File: src/rtl/joypad_responder.sv
// NES controller-side responder: samples eight buttons on latch and shifts them
// out LSB-first on each host clock rising edge, 4021-style, with A/B auto-fire.
module joypad_responder #(
    parameter int unsigned SYNC_STAGES       = 2,
    parameter bit          LATCH_ACTIVE_HIGH = 1'b1,
    parameter bit          DATA_ACTIVE_LOW   = 1'b1,
    parameter int unsigned TURBO_FRAMES      = 4
) (
    input  logic       clk_in,
    input  logic       rst_in,
    input  logic       jp_latch_in,
    input  logic       jp_clk_in,
    input  logic [7:0] buttons_in,
    input  logic       turbo_a_in,
    input  logic       turbo_b_in,
    output logic       jp_data_out,
    output logic [3:0] bit_cnt_out,
    output logic       frame_strobe_out
);

    localparam int unsigned SYNC_W  = (SYNC_STAGES < 2) ? 2 : SYNC_STAGES;
    localparam int unsigned TURBO_N = (TURBO_FRAMES < 1) ? 1 : TURBO_FRAMES;
    localparam int unsigned TURBO_W = (TURBO_N > 1) ? $clog2(TURBO_N) : 1;
    localparam int unsigned BTN_W   = 8;
    localparam int unsigned CNT_W   = 4;

    localparam logic [CNT_W-1:0]   CNT_MAX    = CNT_W'(BTN_W);
    localparam logic [TURBO_W-1:0] TURBO_LAST = TURBO_W'(TURBO_N - 1);
    localparam logic               LATCH_IDLE = ~LATCH_ACTIVE_HIGH;

    // The normalized latch level is the state; there is no separate state flop.
    typedef enum logic {
        ST_SHIFT = 1'b0,
        ST_LOAD  = 1'b1
    } state_e;

    logic [SYNC_W-1:0]  latch_sync;
    logic [SYNC_W-1:0]  clk_sync;
    logic               latch_q;
    logic               clk_q;
    logic [BTN_W-1:0]   shift_q;
    logic [TURBO_W-1:0] turbo_cnt_q;
    logic               turbo_phase_q;

    logic               latch_s;
    logic               clk_s;
    logic               clk_rise;
    logic               latch_fall;
    state_e             state;
    logic [BTN_W-1:0]   eff;

    logic [BTN_W-1:0]   shift_d;
    logic [CNT_W-1:0]   bit_cnt_d;
    logic [TURBO_W-1:0] turbo_cnt_d;
    logic               turbo_phase_d;
    logic               data_d;
    logic               strobe_d;

    assign latch_s    = LATCH_ACTIVE_HIGH ? latch_sync[SYNC_W-1] : ~latch_sync[SYNC_W-1];
    assign clk_s      = clk_sync[SYNC_W-1];
    assign clk_rise   = ~clk_q & clk_s;
    assign latch_fall = latch_q & ~latch_s;
    assign state      = latch_s ? ST_LOAD : ST_SHIFT;

    // Auto-fire masks A/B off during the released half of the turbo cycle.
    always_comb begin
        eff    = buttons_in;
        eff[0] = buttons_in[0] & (~turbo_a_in | turbo_phase_q);
        eff[1] = buttons_in[1] & (~turbo_b_in | turbo_phase_q);
    end

    // State register: synchronizers, edge history and shift datapath.
    always_ff @(posedge clk_in or posedge rst_in) begin
        if (rst_in) begin
            latch_sync       <= {SYNC_W{LATCH_IDLE}};
            clk_sync         <= '1;
            latch_q          <= 1'b0;
            clk_q            <= 1'b1;
            shift_q          <= '0;
            bit_cnt_out      <= '0;
            turbo_cnt_q      <= '0;
            turbo_phase_q    <= 1'b0;
            jp_data_out      <= DATA_ACTIVE_LOW;
            frame_strobe_out <= 1'b0;
        end else begin
            latch_sync       <= {latch_sync[SYNC_W-2:0], jp_latch_in};
            clk_sync         <= {clk_sync[SYNC_W-2:0], jp_clk_in};
            latch_q          <= latch_s;
            clk_q            <= clk_s;
            shift_q          <= shift_d;
            bit_cnt_out      <= bit_cnt_d;
            turbo_cnt_q      <= turbo_cnt_d;
            turbo_phase_q    <= turbo_phase_d;
            jp_data_out      <= data_d;
            frame_strobe_out <= strobe_d;
        end
    end

    // Next state: load wins over any clock edge; shifting saturates the count at 8.
    always_comb begin
        shift_d   = shift_q;
        bit_cnt_d = bit_cnt_out;
        unique case (state)
            ST_LOAD: begin
                shift_d   = eff;
                bit_cnt_d = '0;
            end
            ST_SHIFT: begin
                if (clk_rise) begin
                    shift_d   = {1'b1, shift_q[BTN_W-1:1]};
                    bit_cnt_d = (bit_cnt_out == CNT_MAX) ? CNT_MAX : bit_cnt_out + CNT_W'(1);
                end
            end
            default: begin
                shift_d   = shift_q;
                bit_cnt_d = bit_cnt_out;
            end
        endcase
    end

    // Turbo phase flips once every TURBO_N frames.
    always_comb begin
        turbo_cnt_d   = turbo_cnt_q;
        turbo_phase_d = turbo_phase_q;
        if (latch_fall) begin
            if (turbo_cnt_q == TURBO_LAST) begin
                turbo_cnt_d   = '0;
                turbo_phase_d = ~turbo_phase_q;
            end else begin
                turbo_cnt_d = turbo_cnt_q + TURBO_W'(1);
            end
        end
    end

    // Outputs: data tracks the next shift LSB so the pin updates with the register.
    always_comb begin
        data_d   = shift_d[0] ^ DATA_ACTIVE_LOW;
        strobe_d = latch_fall;
    end

endmodule

File: config.mk
export PLATFORM = sky130hd
export DESIGN_NAME = joypad_responder
export DESIGN_NICKNAME = d
export VERILOG_FILES = /design/src/rtl/joypad_responder.sv
export SDC_FILE = /design/constraint.sdc
export NUM_CORES = 1
export LEC_CHECK = 0
export CORE_MARGIN = 2
export CORE_UTILIZATION = 30
export DETAILED_ROUTE_END_ITERATION = 8
export HOLD_SLACK_MARGIN = 0.1
export PLACE_DENSITY = 0.58
export SYNTH_ARGS = -nofsm -noshare
export SYNTH_HDL_FRONTEND = slang
export SYNTH_SLANG_ARGS = --single-unit
File: constraint.sdc
create_clock -name clk_in -period 2.5 [get_ports clk_in]
set_clock_uncertainty 0.2 [all_clocks]
set_input_delay 0.5 -clock clk_in [delete_from_list [all_inputs] [get_ports clk_in]]
set_output_delay 0.5 -clock clk_in [all_outputs]
set_load 0.1 [all_outputs]
### Yosys cells after proc, flatten, opt, wreduce, memory -nomap -nowiden

Cells that the tools add are included.

| operators by class | value |
|---|---|
| multipliers | 0 |
| $lt $le $gt $ge | 0 |
| shift-type cells | 0 |
| reductions and logical operators | 1 |
| multiplexer cells | 7 |
| div/mod/pow operators | 0 |
| equal/unequal tests | 3 |
| add/sub/neg operators | 2 |
| bitwise operators | 13 |

Operators by type and width:

| operator | count |
|---|---|
| 8-bit one-hot mux with 2 select lines | 1 |
| 4-bit 2-to-1 mux | 2 |
| 8-bit 2-to-1 mux | 1 |
| 4-bit one-hot mux with 2 select lines | 1 |
| 1-bit NOT | 7 |
| 4-bit by 1-bit adder with 4-bit output (second input constant) | 1 |
| 1-bit AND | 4 |
| 4-bit equality test (second input constant) | 1 |
| 2-bit by 1-bit adder with 2-bit output (second input constant) | 1 |
| 2-bit equality test (second input constant) | 1 |
| 2-bit 2-to-1 mux | 1 |
| 2-bit != test (second input constant) | 1 |
| 1-bit OR | 2 |
| 2-bit AND reduction | 1 |
| 1-bit 2-to-1 mux | 1 |

| word-level totals | value |
|---|---|
| bits of input ports | 14 |
| bits in latches | 0 |
| output and inout port bits | 6 |
| register bits after elaboration | 23 |
| RAM bits | 0 |
| memory bits (read-only) | 0 |
| memories kept | 0 |

### Logic depth before layout (Yosys ltp)

Gate-level depths: netlist of run 1.

| logic depth | value |
|---|---|
| depth after elaboration | 5 |
| mapped depth | 5 |
| mapped depth without buffers | 5 |

### Worst setup path before layout of run 1

OpenSTA, ideal clock, no wires.

| timing | value |
|---|---|
| kind | reg-to-reg |
| from | register bit_cnt_out[0] |
| to | register bit_cnt_out[0] |
| path slack | 602 ps |
| required time | 2222 ps |
| cell stages (with the launch flop) | 6 |
| period minus slack after synthesis | 1898 ps |
| arrival time | 1620 ps |
| path buffers | 0 |
| library setup time | 78 ps |
| cells stage by stage | dfrtp_1 > inv_1 > ha_1 > nand2_1 > o211ai_1 > a21oi_1 |

| on the way | value |
|---|---|
| word-level cells in the longest chain between the ends | 4 |
| elaborated cells between the ends (all ways) | 5 |
| those cells by class | 1 x add/sub; 1 x eq/ne; 3 x mux |

RTL lines:

| element | line | RTL |
|---|---|---|
| start, declared | 17 | `output logic [3:0] bit_cnt_out,` |
| start signal, assigned | 91 | `bit_cnt_out <= bit_cnt_d;` |
| 4-bit by 1-bit adder with 4-bit output or 4-bit equality test (tied branches) | 111 | `bit_cnt_d = (bit_cnt_out == CNT_MAX) ? CNT_MAX : bit_cnt_out + CNT_W'(1);` |
| 4-bit 2-to-1 mux * | 111 |  |
| 4-bit 2-to-1 mux * | 109 | `if (clk_rise) begin` |
| 4-bit one-hot mux with 2 select lines * | 103 | `unique case (state)` |

Mark *: on every way between the ends. The rest lies on a longest branch, timed or not. The select of a mux whose other input is x is not followed.
A chain may end at the register's enable or synchronous reset.

### Worst setup path in the final report of run 1

| timing | value |
|---|---|
| from | register jp_data_out |
| to | output port jp_data_out |

RTL lines:

| element | line | RTL |
|---|---|---|
| start, declared | 16 | `output logic jp_data_out,` |
| start signal, assigned | 94 | `jp_data_out <= data_d;` |

No word-level cell between the ends.

==> results of run 1 <==
-- cell type report --
type | count | area (sq um) | area share, %
Sequential cell | 23 | 580.6 | 47.74
Clock inverter | 1 | 5.005 | 0.4115
Multi-Input combinational cell | 50 | 340.3 | 27.98
Timing Repair Buffer | 21 | 190.2 | 15.64
Tap cell | 44 | 55.05 | 4.527
Inverter | 6 | 22.52 | 1.852
Clock buffer | 3 | 22.52 | 1.852
-- metrics by stage --
step | total power [mW] | setup WS, ps
finish | 0.7986 | 686.5
global route | 0.8601 | 627.2
CTS | 0.8163 | 665.0
detailed placement | 0.6492 | 823.1
global placement | 0.6430 | 860.4
floorplan | 0.5956 | 602.0
-- metal layers --
metal	global-route usage [%]	routed length, microns	vias up
met4	0.9317	0	0
met3	4.478	62	0
li1	-	-	320
met5	0	0	-
met2	15.67	717	11
met1	12.60	696	299
-- worst max-delay path by stage --
stage / start / to / slack [ps] / cells after the start
floorplan: bit_cnt_out[0] / bit_cnt_out[0] / 600 / 5
global placement: clk_sync[1] / bit_cnt_out[3] / 860 / 3
detailed placement: clk_sync[1] / bit_cnt_out[3] / 820 / 3
CTS: jp_data_out / jp_data_out / 660 / 1
global route: jp_data_out / jp_data_out / 630 / 1
finish: jp_data_out / jp_data_out / 690 / 1
-- registers in the layout, summed over array words and instances, names as in the netlist --
signal / count
latch_q: 1
jp_data_out: 1
turbo_cnt_q: 2
frame_strobe_out: 1
shift_q: 8
bit_cnt_out: 4
clk_sync: 2
clk_q: 1
latch_sync: 2
turbo_phase_q: 1
-- cells by family after synthesis --
family / count (synthesis)
AO/OA/AOI/OAI: 15
XOR/XNOR: 1
adder cells (fa/ha/maj): 3
buffers and inverters: 9
flip-flops: 23
multiplexers: 12
AND/OR/NAND/NOR: 19
-- cell usage in the layout (no fill, tap or decap), types with 2 or more instances in the layout --
cell type / Yosys / final
dfrtp_1: 19 / 19
clkdlybuf4s50_1: 0 / 13
nand2_1: 11 / 11
mux2i_1: 9 / 9
o21ai_1: 8 / 8
buf_4: 1 / 8
inv_1: 6 / 6
a21oi_1: 4 / 4
dfstp_2: 4 / 4
ha_1: 3 / 3
clkbuf_4: 0 / 3
mux2_1: 2 / 2
nor2_1: 2 / 2
o21ai_0: 2 / 2
-- where the power goes --
| part | total [mW] | switching [mW] | internal [mW] |
|---|---|---|---|
| clock | 0.162 | 0.103 | 0.0595 |
| combinational | 0.178 | 0.101 | 0.0777 |
| sequential | 0.458 | 0.0289 | 0.429 |
| total | 0.799 | 0.232 | 0.566 |
==> flow_metrics.env, run 1 <==
export IMPL_outcome="complete, no violations"
export IMPL_muxShareOfSynthArea_pct=12.89
export IMPL_worst_path_max_delay_cell="dfstp_2"
export IMPL_report_final_hold_viol_count=0
export IMPL_critPathKind="flop to primary output"
export IMPL_timing_final_crit_period_ps=1813
export IMPL_synth_sequential_area_ratio_pct=60.42
export IMPL_floorplan_initialDensity_pct=31.48
export IMPL_post_synth_simple_gate_area_pct=9.635
export IMPL_timing_critical_path_slowest_cell_delay_ps=540
export IMPL_grt_antenna_before_repair=0
export IMPL_drv_slew=0
export IMPL_fp_dieArea_sq_mm=0.003672
export IMPL_net_count_of_the_finished_layout=122
export IMPL_drc=0
export IMPL_hold_path_startpoint="latch_sync[0]"
export IMPL_hold_path_class="flop to flop"
export IMPL_top_cells_by_area_in_the_synthesized_netlist="dfrtp_1, dfstp_2, mux2i_1"
export IMPL_layout_drive_gt1_share_pct=17.31
export IMPL_floorplan_die_height_microns=60.60
export IMPL_grt_setup_unrepaired="false"
export IMPL_synthXorXnorAreaFrac_pct=0.9115
export IMPL_ant_nets=0
export IMPL_critPathBufInv=1
export IMPL_syn_cell_area_sq_um=960.9
export IMPL_power_density_cell_area_mw_per_mm2=656.6
export IMPL_drt_wl_total_microns=1476
export IMPL_synthAdderAreaFrac_pct=3.906
export IMPL_fin_tns_setup_ps=0
export IMPL_yosys_warnings=0
export IMPL_vias_per_cell=4.257
export IMPL_worst_hold_slack_ps=162.6
export IMPL_synth_nets=99
export IMPL_ctsRootBufferMaster="clkbuf_4"
export IMPL_hpwlAfterDp_microns=1128
export IMPL_max_clock_path_buffers=2
export IMPL_routed_wire_length_per_instance_microns=9.973
export IMPL_cts_hold_repair_buffers=0
export IMPL_clk_transition_reported_paths_ps=120
export IMPL_routabilityCongestion=0.6651
export IMPL_crit_path_cell_trace="buf_4"
export IMPL_setup_viol=0
export IMPL_layout_cells_non_filler=148
export IMPL_detail_route_iter0_violations=29
export IMPL_via_count_of_the_first_global_routing_pass=619
export IMPL_synth_top_family_by_area="multiplexers"
export IMPL_post_synthesis_sequential_element_count=23
export IMPL_rr_endpoint="bit_cnt_out[3]"
export IMPL_grt_overflow_total=0
export IMPL_worstReg2RegStart="clk_sync[1]"
export IMPL_synth_enable_flop_cells=0
export IMPL_post_route_util_pct=39.84
export IMPL_worstHoldEndpoint="latch_sync[1]"
export IMPL_die_w_microns=60.60
export IMPL_cts_resized_gates=0
export IMPL_insertion_delay_ps=300
export IMPL_grt_first_pass_wirelength_microns=2635
export IMPL_filler_cells=326
export IMPL_max_slew_margin_rel_pct=65.97
export IMPL_critical_path_top_delay_family="flip-flops"
export IMPL_antennaDiodeCount=0
export IMPL_dp_cells=144
export IMPL_core_area_sq_mm=0.003053
export IMPL_worstHoldPathCells=0
export IMPL_area_growth_synth_to_final_pct=26.56
export IMPL_clock_tree_htree_level_count=1
export IMPL_ys_async_sr_fraction_pct=100.0
export IMPL_synth_compound_area_share_pct=8.073
export IMPL_critical_path_startpoint_type="flop"
export IMPL_rows=20
export IMPL_count_of_boundary_i_o_pins=20
export IMPL_cp_data_required_time_ps=1800
export IMPL_detail_route_first_pass_iterations=2
export IMPL_yosys_area_top_type="dfrtp_1"
export IMPL_critical_path_arrival_ps=1110
export IMPL_reg2reg_depth=3
export IMPL_period_utilisation_layout_pct=72.54
export IMPL_peakVddDrop_mv=0.3636
export IMPL_yosysMostFrequentCell="dfrtp_1"
export IMPL_buffer_ports_inserted=19
export IMPL_routed_via_count=630
export IMPL_synth_top_cell_area_share_pct=49.48
export IMPL_largest_net_degree_at_the_start_of_global_routing=24
export IMPL_dominantRegCellSynth="dfrtp_1"
export IMPL_postLayoutCellArea_sq_mm=0.001216
export IMPL_timing_worst_slew_pin_value_ps=510.5
export IMPL_cap_viol_max_count=0
export IMPL_reg2reg_slack_ps=820
export IMPL_timing_fmax_mhz=551.4
export IMPL_leakagePower_nw=0.5591
export IMPL_critical_path_max_fanout=1
export IMPL_gr_usage_all_layers_pct=9.733
export IMPL_synth_common_cells="dfrtp_1, nand2_1, mux2i_1, o21ai_1, inv_1"
export IMPL_endpoint_kind="primary output"
export IMPL_avgSynthCellArea_sq_um=11.72
export IMPL_synthDistinctLibCells=22
export IMPL_tritoncts_clock_tree="done"
export IMPL_synth_cells=82
export IMPL_postCtsSetupRepairBufs=0
export IMPL_postPlaceCellArea_sq_mm=0.001189
export IMPL_cts_sinks=23
export IMPL_cts_made_buffers=3
Note: power is estimated with default switching activity, not from simulation.
==> run 2, diff against run 1 <==
- clock period: 2.5 -> 1.7 ns (I/O delays scaled with it)
==> flow_metrics.env, run 2 (synthesis gave the netlist of run 1 again) <==
export IMPL_count_of_boundary_i_o_pins=20
export IMPL_die_w_microns=60.60
export IMPL_period_utilisation_layout_pct=92.78
export IMPL_routabilityCongestion=0.7163
export IMPL_critical_path_startpoint_type="flop"
export IMPL_ctsRootBufferMaster="clkbuf_4"
export IMPL_filler_cells=317
export IMPL_insertion_delay_ps=300
export IMPL_cts_resized_gates=0
export IMPL_reg_largest_list="shift_q (8), bit_cnt_out (4)"
export IMPL_buffer_ports_inserted=19
export IMPL_report_final_hold_viol_count=0
export IMPL_cp_data_required_time_ps=1160
export IMPL_critical_path_top_delay_family="flip-flops"
export IMPL_layout_drive_gt1_share_pct=20.75
export IMPL_crit_path_cell_trace="buf_12"
export IMPL_timing_final_crit_period_ps=1577
export IMPL_routed_via_count=647
export IMPL_critical_path_arrival_ps=1040
export IMPL_floorplan_die_height_microns=60.60
export IMPL_area_growth_synth_to_final_pct=36.20
export IMPL_net_count_of_the_finished_layout=124
export IMPL_floorplan_initialDensity_pct=31.48
export IMPL_critPathBufInv=1
export IMPL_power_density_cell_area_mw_per_mm2=929.9
export IMPL_largest_net_degree_at_the_start_of_global_routing=24
export IMPL_hpwlAfterDp_microns=1129
export IMPL_hold_path_class="input port to asynchronous set/reset pin"
export IMPL_largest_register_ff_count=8
export IMPL_detail_route_first_pass_iterations=2
export IMPL_critical_path_max_fanout=1
export IMPL_clock_tree_htree_level_count=1
export IMPL_rows=20
export IMPL_leakagePower_nw=0.5808
export IMPL_peakVddDrop_mv=0.4004
export IMPL_max_slew_margin_rel_pct=81.59
export IMPL_core_area_sq_mm=0.003053
export IMPL_outcome="complete, no violations"
export IMPL_postCtsSetupRepairBufs=0
export IMPL_final_cell_mix="dfrtp_1, clkdlybuf4s50_1, nand2_1, mux2i_1, o21ai_1"
export IMPL_worst_path_max_delay_cell="dfstp_2"
export IMPL_grt_setup_unrepaired="false"
export IMPL_drc=0
export IMPL_gr_usage_all_layers_pct=10.05
export IMPL_total_power_mw=1.217
export IMPL_regMostFlops="shift_q"
export IMPL_cap_viol_max_count=0
export IMPL_detail_route_iter0_violations=4
export IMPL_max_clock_path_buffers=2
export IMPL_timing_worst_slew_pin_value_ps=276.2
export IMPL_tritoncts_clock_tree="done"
export IMPL_fin_tns_setup_ps=0
export IMPL_worst_hold_slack_ps=145.0
export IMPL_fp_dieArea_sq_mm=0.003672
export IMPL_cts_sinks=23
export IMPL_grt_first_pass_wirelength_microns=2766
export IMPL_via_count_of_the_first_global_routing_pass=682
export IMPL_setup_viol=0
export IMPL_mostFrequentLayoutCell="dfrtp_1"
export IMPL_drv_slew=0
export IMPL_grt_overflow_total=0
export IMPL_cts_hold_repair_buffers=0
export IMPL_timing_fmax_mhz=634.0
export IMPL_endpoint_kind="primary output"
export IMPL_clk_transition_reported_paths_ps=120
export IMPL_vias_per_cell=4.313
export IMPL_cts_made_buffers=3
export IMPL_routed_wire_length_per_instance_microns=10.33
export IMPL_ant_nets=0
export IMPL_critPathKind="flop to primary output"
export IMPL_antennaDiodeCount=0
export IMPL_timing_critical_path_slowest_cell_delay_ps=560
export IMPL_drt_wl_total_microns=1549
export IMPL_grt_antenna_before_repair=0
## run 2: changes by cell type in the layout (fill, tap and decap cells not counted), sizes merged
cell | before | now
buf | 8 | 10
clkbuf | 3 | 4
clkinv | 1 | 0
## run 2: path summary, 6_finish.rpt
path                               start  cells past startpoint  slack, ps        endpoint
min in group clk_in        latch_sync[0]                      0        160   latch_sync[1]
min                               rst_in                      3        140  turbo_cnt_q[1]
max in group asynchronous         rst_in                      3        880     jp_data_out
min reg2reg                latch_sync[0]                      0        160   latch_sync[1]
max                          jp_data_out                      1        120     jp_data_out
max reg2reg                        clk_q                      4        250      shift_q[4]
## run 2: worst reg2reg max path: cells and delay by family (launching register included)
kind,cells,cell delay [ps]
AOI/OAI and AO/OA,1,70
buffers and inverters,1,180
DFF,1,540
muxes,1,200
and+or+nand+nor,1,150
## run 2: layout make-up
| cell class | count | area [sq um] | area share [%] |
|---|---|---|---|
| clock buffer | 4 | 26.28 | 2.008 |
| multi-input combinational | 50 | 340.3 | 26.00 |
| inverter | 6 | 22.52 | 1.721 |
| sequential | 23 | 584.3 | 44.65 |
| tap | 44 | 55.05 | 4.206 |
| timing repair buffer | 23 | 280.3 | 21.41 |
## run 2: metal layers
| metal | vias up | track usage, % | part of all wire, % |
|---|---|---|---|
| li1 | 327 | - | - |
| met1 | 306 | 12.21 | 48 |
| met2 | 12 | 17.20 | 47 |
| met3 | 2 | 1.919 | 4.3 |
| met4 | 0 | 4.658 | 1.1 |
| met5 | - | 0 | 0 |
## run 2: power breakdown
| group | leakage (nW) | switching, mW | total (mW) | internal (mW) |
|---|---|---|---|---|
| clock network | 0.0150 | 0.158 | 0.249 | 0.0915 |
| logic | 0.293 | 0.147 | 0.288 | 0.140 |
| registers | 0.273 | 0.0479 | 0.680 | 0.632 |
## run 2: metrics by stage
step                setup WS, ps  instances  instance area, sq um  util (%)
floorplan                  46.08         82                 964.7         -
global placement           269.0        146                  1282     42.01
detailed placement         222.3        146                  1282     42.01
CTS                        101.0        150                  1309     42.87
global route               83.07        150                  1309     42.87
finish                     122.7        150                  1309     42.87
==> run 3, diff against run 2 <==
- ABC_AREA: unset -> 1
- CORE_UTILIZATION: 30 -> 49
- PLACE_DENSITY: 0.58 -> 0.83
- RECOVER_POWER: unset -> 25
==> flow_metrics.env, run 3 <==
export IMPL_outcome="complete, no violations"
export IMPL_power_density_cell_area_mw_per_mm2=898.8
export IMPL_synth_compound_area_share_pct=3.338
export IMPL_cp_data_required_time_ps=1160
export IMPL_floorplan_initialDensity_pct=50.72
export IMPL_postCtsSetupRepairBufs=0
export IMPL_crit_path_cell_trace="buf_12"
export IMPL_gr_usage_all_layers_pct=14.93
export IMPL_avgSynthCellArea_sq_um=9.372
export IMPL_setup_viol=0
export IMPL_timing_critical_path_slowest_cell_delay_ps=560
export IMPL_vias_per_cell=4.658
export IMPL_synth_top_family_by_area="simple AND/OR/NAND/NOR gates"
export IMPL_regMostFlops="shift_q"
export IMPL_hold_path_class="flop to flop"
export IMPL_critical_path_max_fanout=1
export IMPL_detail_route_first_pass_iterations=4
export IMPL_net_count_of_the_finished_layout=146
export IMPL_dominantRegCellSynth="dfrtp_1"
export IMPL_layout_drive_gt1_share_pct=17.19
export IMPL_power_internal_mw=0.8157
export IMPL_wl_met2_microns=795
export IMPL_buffer_ports_inserted=19
export IMPL_synthDistinctLibCells=15
export IMPL_via_count_of_the_first_global_routing_pass=704
export IMPL_timing_worst_slew_pin_value_ps=537.9
export IMPL_die_w_microns=48.60
export IMPL_period_utilisation_layout_pct=92.76
export IMPL_power_switching_mw=0.3449
export IMPL_routed_wire_length_per_instance_microns=10.03
export IMPL_core_area_sq_mm=0.001922
export IMPL_cts_sinks=23
export IMPL_grt_setup_unrepaired="false"
export IMPL_peakVddDrop_mv=0.7257
export IMPL_insertion_delay_ps=300
export IMPL_detail_route_iter0_violations=12
export IMPL_top_signal_layer_used="met4"
export IMPL_top_cells_by_area_in_the_synthesized_netlist="dfrtp_1, nand2_1, dfstp_2"
export IMPL_critical_path_top_delay_family="flip-flops"
export IMPL_detailroute_wirelength_met3_microns=66
export IMPL_routed_via_count=722
export IMPL_power_sequential_fraction_pct=56.7
export IMPL_ys_async_sr_fraction_pct=100.0
export IMPL_met1_length_microns=685
export IMPL_synth_enable_flop_cells=0
export IMPL_muxShareOfSynthArea_pct=0
export IMPL_synth_cells=104
export IMPL_rows=16
export IMPL_power_frac_comb_pct=22.3
export IMPL_multi_input_comb_area_sq_um=330.3
export IMPL_total_power_mw=1.161
export IMPL_grt_antenna_before_repair=0
export IMPL_synthAdderAreaFrac_pct=3.851
export IMPL_clk_transition_reported_paths_ps=120
export IMPL_area_sequential_sq_um=584.3
export IMPL_critical_path_arrival_ps=1040
export IMPL_fin_tns_setup_ps=0
export IMPL_synth_common_cells="nand2_1, dfrtp_1, inv_1, nand3_1, nor2_1"
export IMPL_largest_net_degree_at_the_start_of_global_routing=24
export IMPL_ctsRootBufferMaster="clkbuf_4"
export IMPL_hpwlAfterDp_microns=1226
export IMPL_postPlaceCellArea_sq_mm=0.001266
export IMPL_max_clock_path_buffers=2
export IMPL_clock_tree_htree_level_count=1
export IMPL_cts_made_buffers=3
export IMPL_grt_overflow_total=0
export IMPL_report_final_hold_viol_count=0
export IMPL_grt_first_pass_wirelength_microns=2794
export IMPL_final_cell_mix="nand2_1, dfrtp_1, inv_1, nand3_1, clkdlybuf4s50_1"
export IMPL_cts_resized_gates=0
export IMPL_post_synth_simple_gate_area_pct=25.80
export IMPL_antennaDiodeCount=0
export IMPL_mostFrequentLayoutCell="nand2_1"
export IMPL_synth_sequential_area_ratio_pct=59.56
export IMPL_critPathKind="flop to primary output"
export IMPL_yosys_warnings=0
export IMPL_tritoncts_clock_tree="done"
export IMPL_timing_fmax_mhz=634.2
export IMPL_yosysMostFrequentCell="nand2_1"
export IMPL_area_growth_synth_to_final_pct=32.48
export IMPL_count_of_boundary_i_o_pins=20
export IMPL_filler_cells=155
export IMPL_synth_top_cell_area_share_pct=48.78
export IMPL_timing_final_crit_period_ps=1577
export IMPL_post_synthesis_sequential_element_count=23
export IMPL_drt_wl_total_microns=1554
export IMPL_leakagePower_nw=0.6085
export IMPL_floorplan_die_height_microns=48.60
export IMPL_largest_register_ff_count=8
export IMPL_reg_largest_list="shift_q (8), bit_cnt_out (4)"
export IMPL_drv_slew=0
export IMPL_synth_nets=121
export IMPL_ant_nets=0
export IMPL_critPathBufInv=1
export IMPL_drc=0
export IMPL_critical_path_startpoint_type="flop"
export IMPL_endpoint_kind="primary output"
export IMPL_fp_dieArea_sq_mm=0.002362
export IMPL_cap_viol_max_count=0
export IMPL_power_share_switching_pct=29.72
export IMPL_synthXorXnorAreaFrac_pct=0.8986
export IMPL_cts_hold_repair_buffers=0
export IMPL_routabilityCongestion=0.8096
export IMPL_power_clock_fraction_pct=21.0
export IMPL_worst_path_max_delay_cell="dfstp_2"
export IMPL_syn_cell_area_sq_um=974.7
export IMPL_yosys_area_top_type="dfrtp_1"
export IMPL_max_slew_margin_rel_pct=64.14
export IMPL_postLayoutCellArea_sq_mm=0.001291
## run 3: changes by cell type after synthesis, sizes merged, moves of 2 or more
cell / previous run / this run
a21oi: 4 / 1
mux2: 3 / 0
nor2: 2 / 11
o21ai: 10 / 4
buf: 3 / 1
nand4: 0 / 2
and2b: 2 / 0
nand3: 1 / 11
inv: 6 / 14
mux2i: 9 / 0
nand2: 11 / 32
## run 3: power groups by stage
stage	Clock, mW	Sequential, mW	Combinational (mW)
CTS	0.252	0.659	0.266
finish	0.243	0.658	0.259
global route	0.280	0.664	0.291
detailed placement	0	0.670	0.266
floorplan	0	0.715	0.118
global placement	0	0.666	0.255
## run 3: area by class of cell
cell class,count,area share (%)
inverters,14,4.070
clock inverters,1,0.3876
multi-input cells,66,25.58
repair buffers,21,20.35
clock buffers,3,1.744
well taps,27,2.616
flip-flops and latches,23,45.25
## run 3: worst reg2reg max path: cells and delay by family (launching register included)
kind	cells	cell delay [ps]
flip-flops	1	570
AND/OR/NAND/NOR	2	240
buffers and inverters	2	180
AO/OA/AOI/OAI	1	90
## run 3: path summary, 6_finish.rpt
kind / startpoint / to / cells after the start / slack (ps)
max: jp_data_out / jp_data_out / 1 / 120
min: latch_sync[0] / latch_sync[1] / 0 / 160
max reg2reg: clk_sync[1] / bit_cnt_out[1] / 5 / 310
min reg2reg: latch_sync[0] / latch_sync[1] / 0 / 160
max in group asynchronous: rst_in / bit_cnt_out[0] / 3 / 530
min in group asynchronous: rst_in / bit_cnt_out[3] / 3 / 380
## run 3: through the flow
| step | utilization [%] | std cells | worst slack, ps | hold slack [ps] |
|---|---|---|---|---|
| 2_1_floorplan | - | 104 | 90.20 | 131.2 |
| 3_3_place_gp | 65.89 | 151 | 392.3 | 135.5 |
| 3_5_place_dp | 65.89 | 151 | 336.6 | 142.8 |
| 4_1_cts | 67.32 | 155 | 110.0 | 150.0 |
| 5_1_grt | 67.19 | 155 | 72.69 | 161.6 |
| 6_report | 67.19 | 155 | 123.1 | 163.8 |
## run 3: routing by layer
layer	GRT usage [%]	vias up
li1	-	369
met1	18.96	339
met2	24.89	12
met3	4.321	2
met4	4.286	0
met5	0	-
## run 3: logic make-up (layout without fill, tap and decap cells)
| logic type | count (synthesis) | after routing |
|---|---|---|
| xor gates and xnor gates | 1 | 1 |
| adders and majority gates | 3 | 3 |
| AOI/OAI and AO/OA | 6 | 6 |
| buffers and inverters | 15 | 39 |
| DFF | 23 | 23 |
| and+or+nand+nor | 56 | 56 |
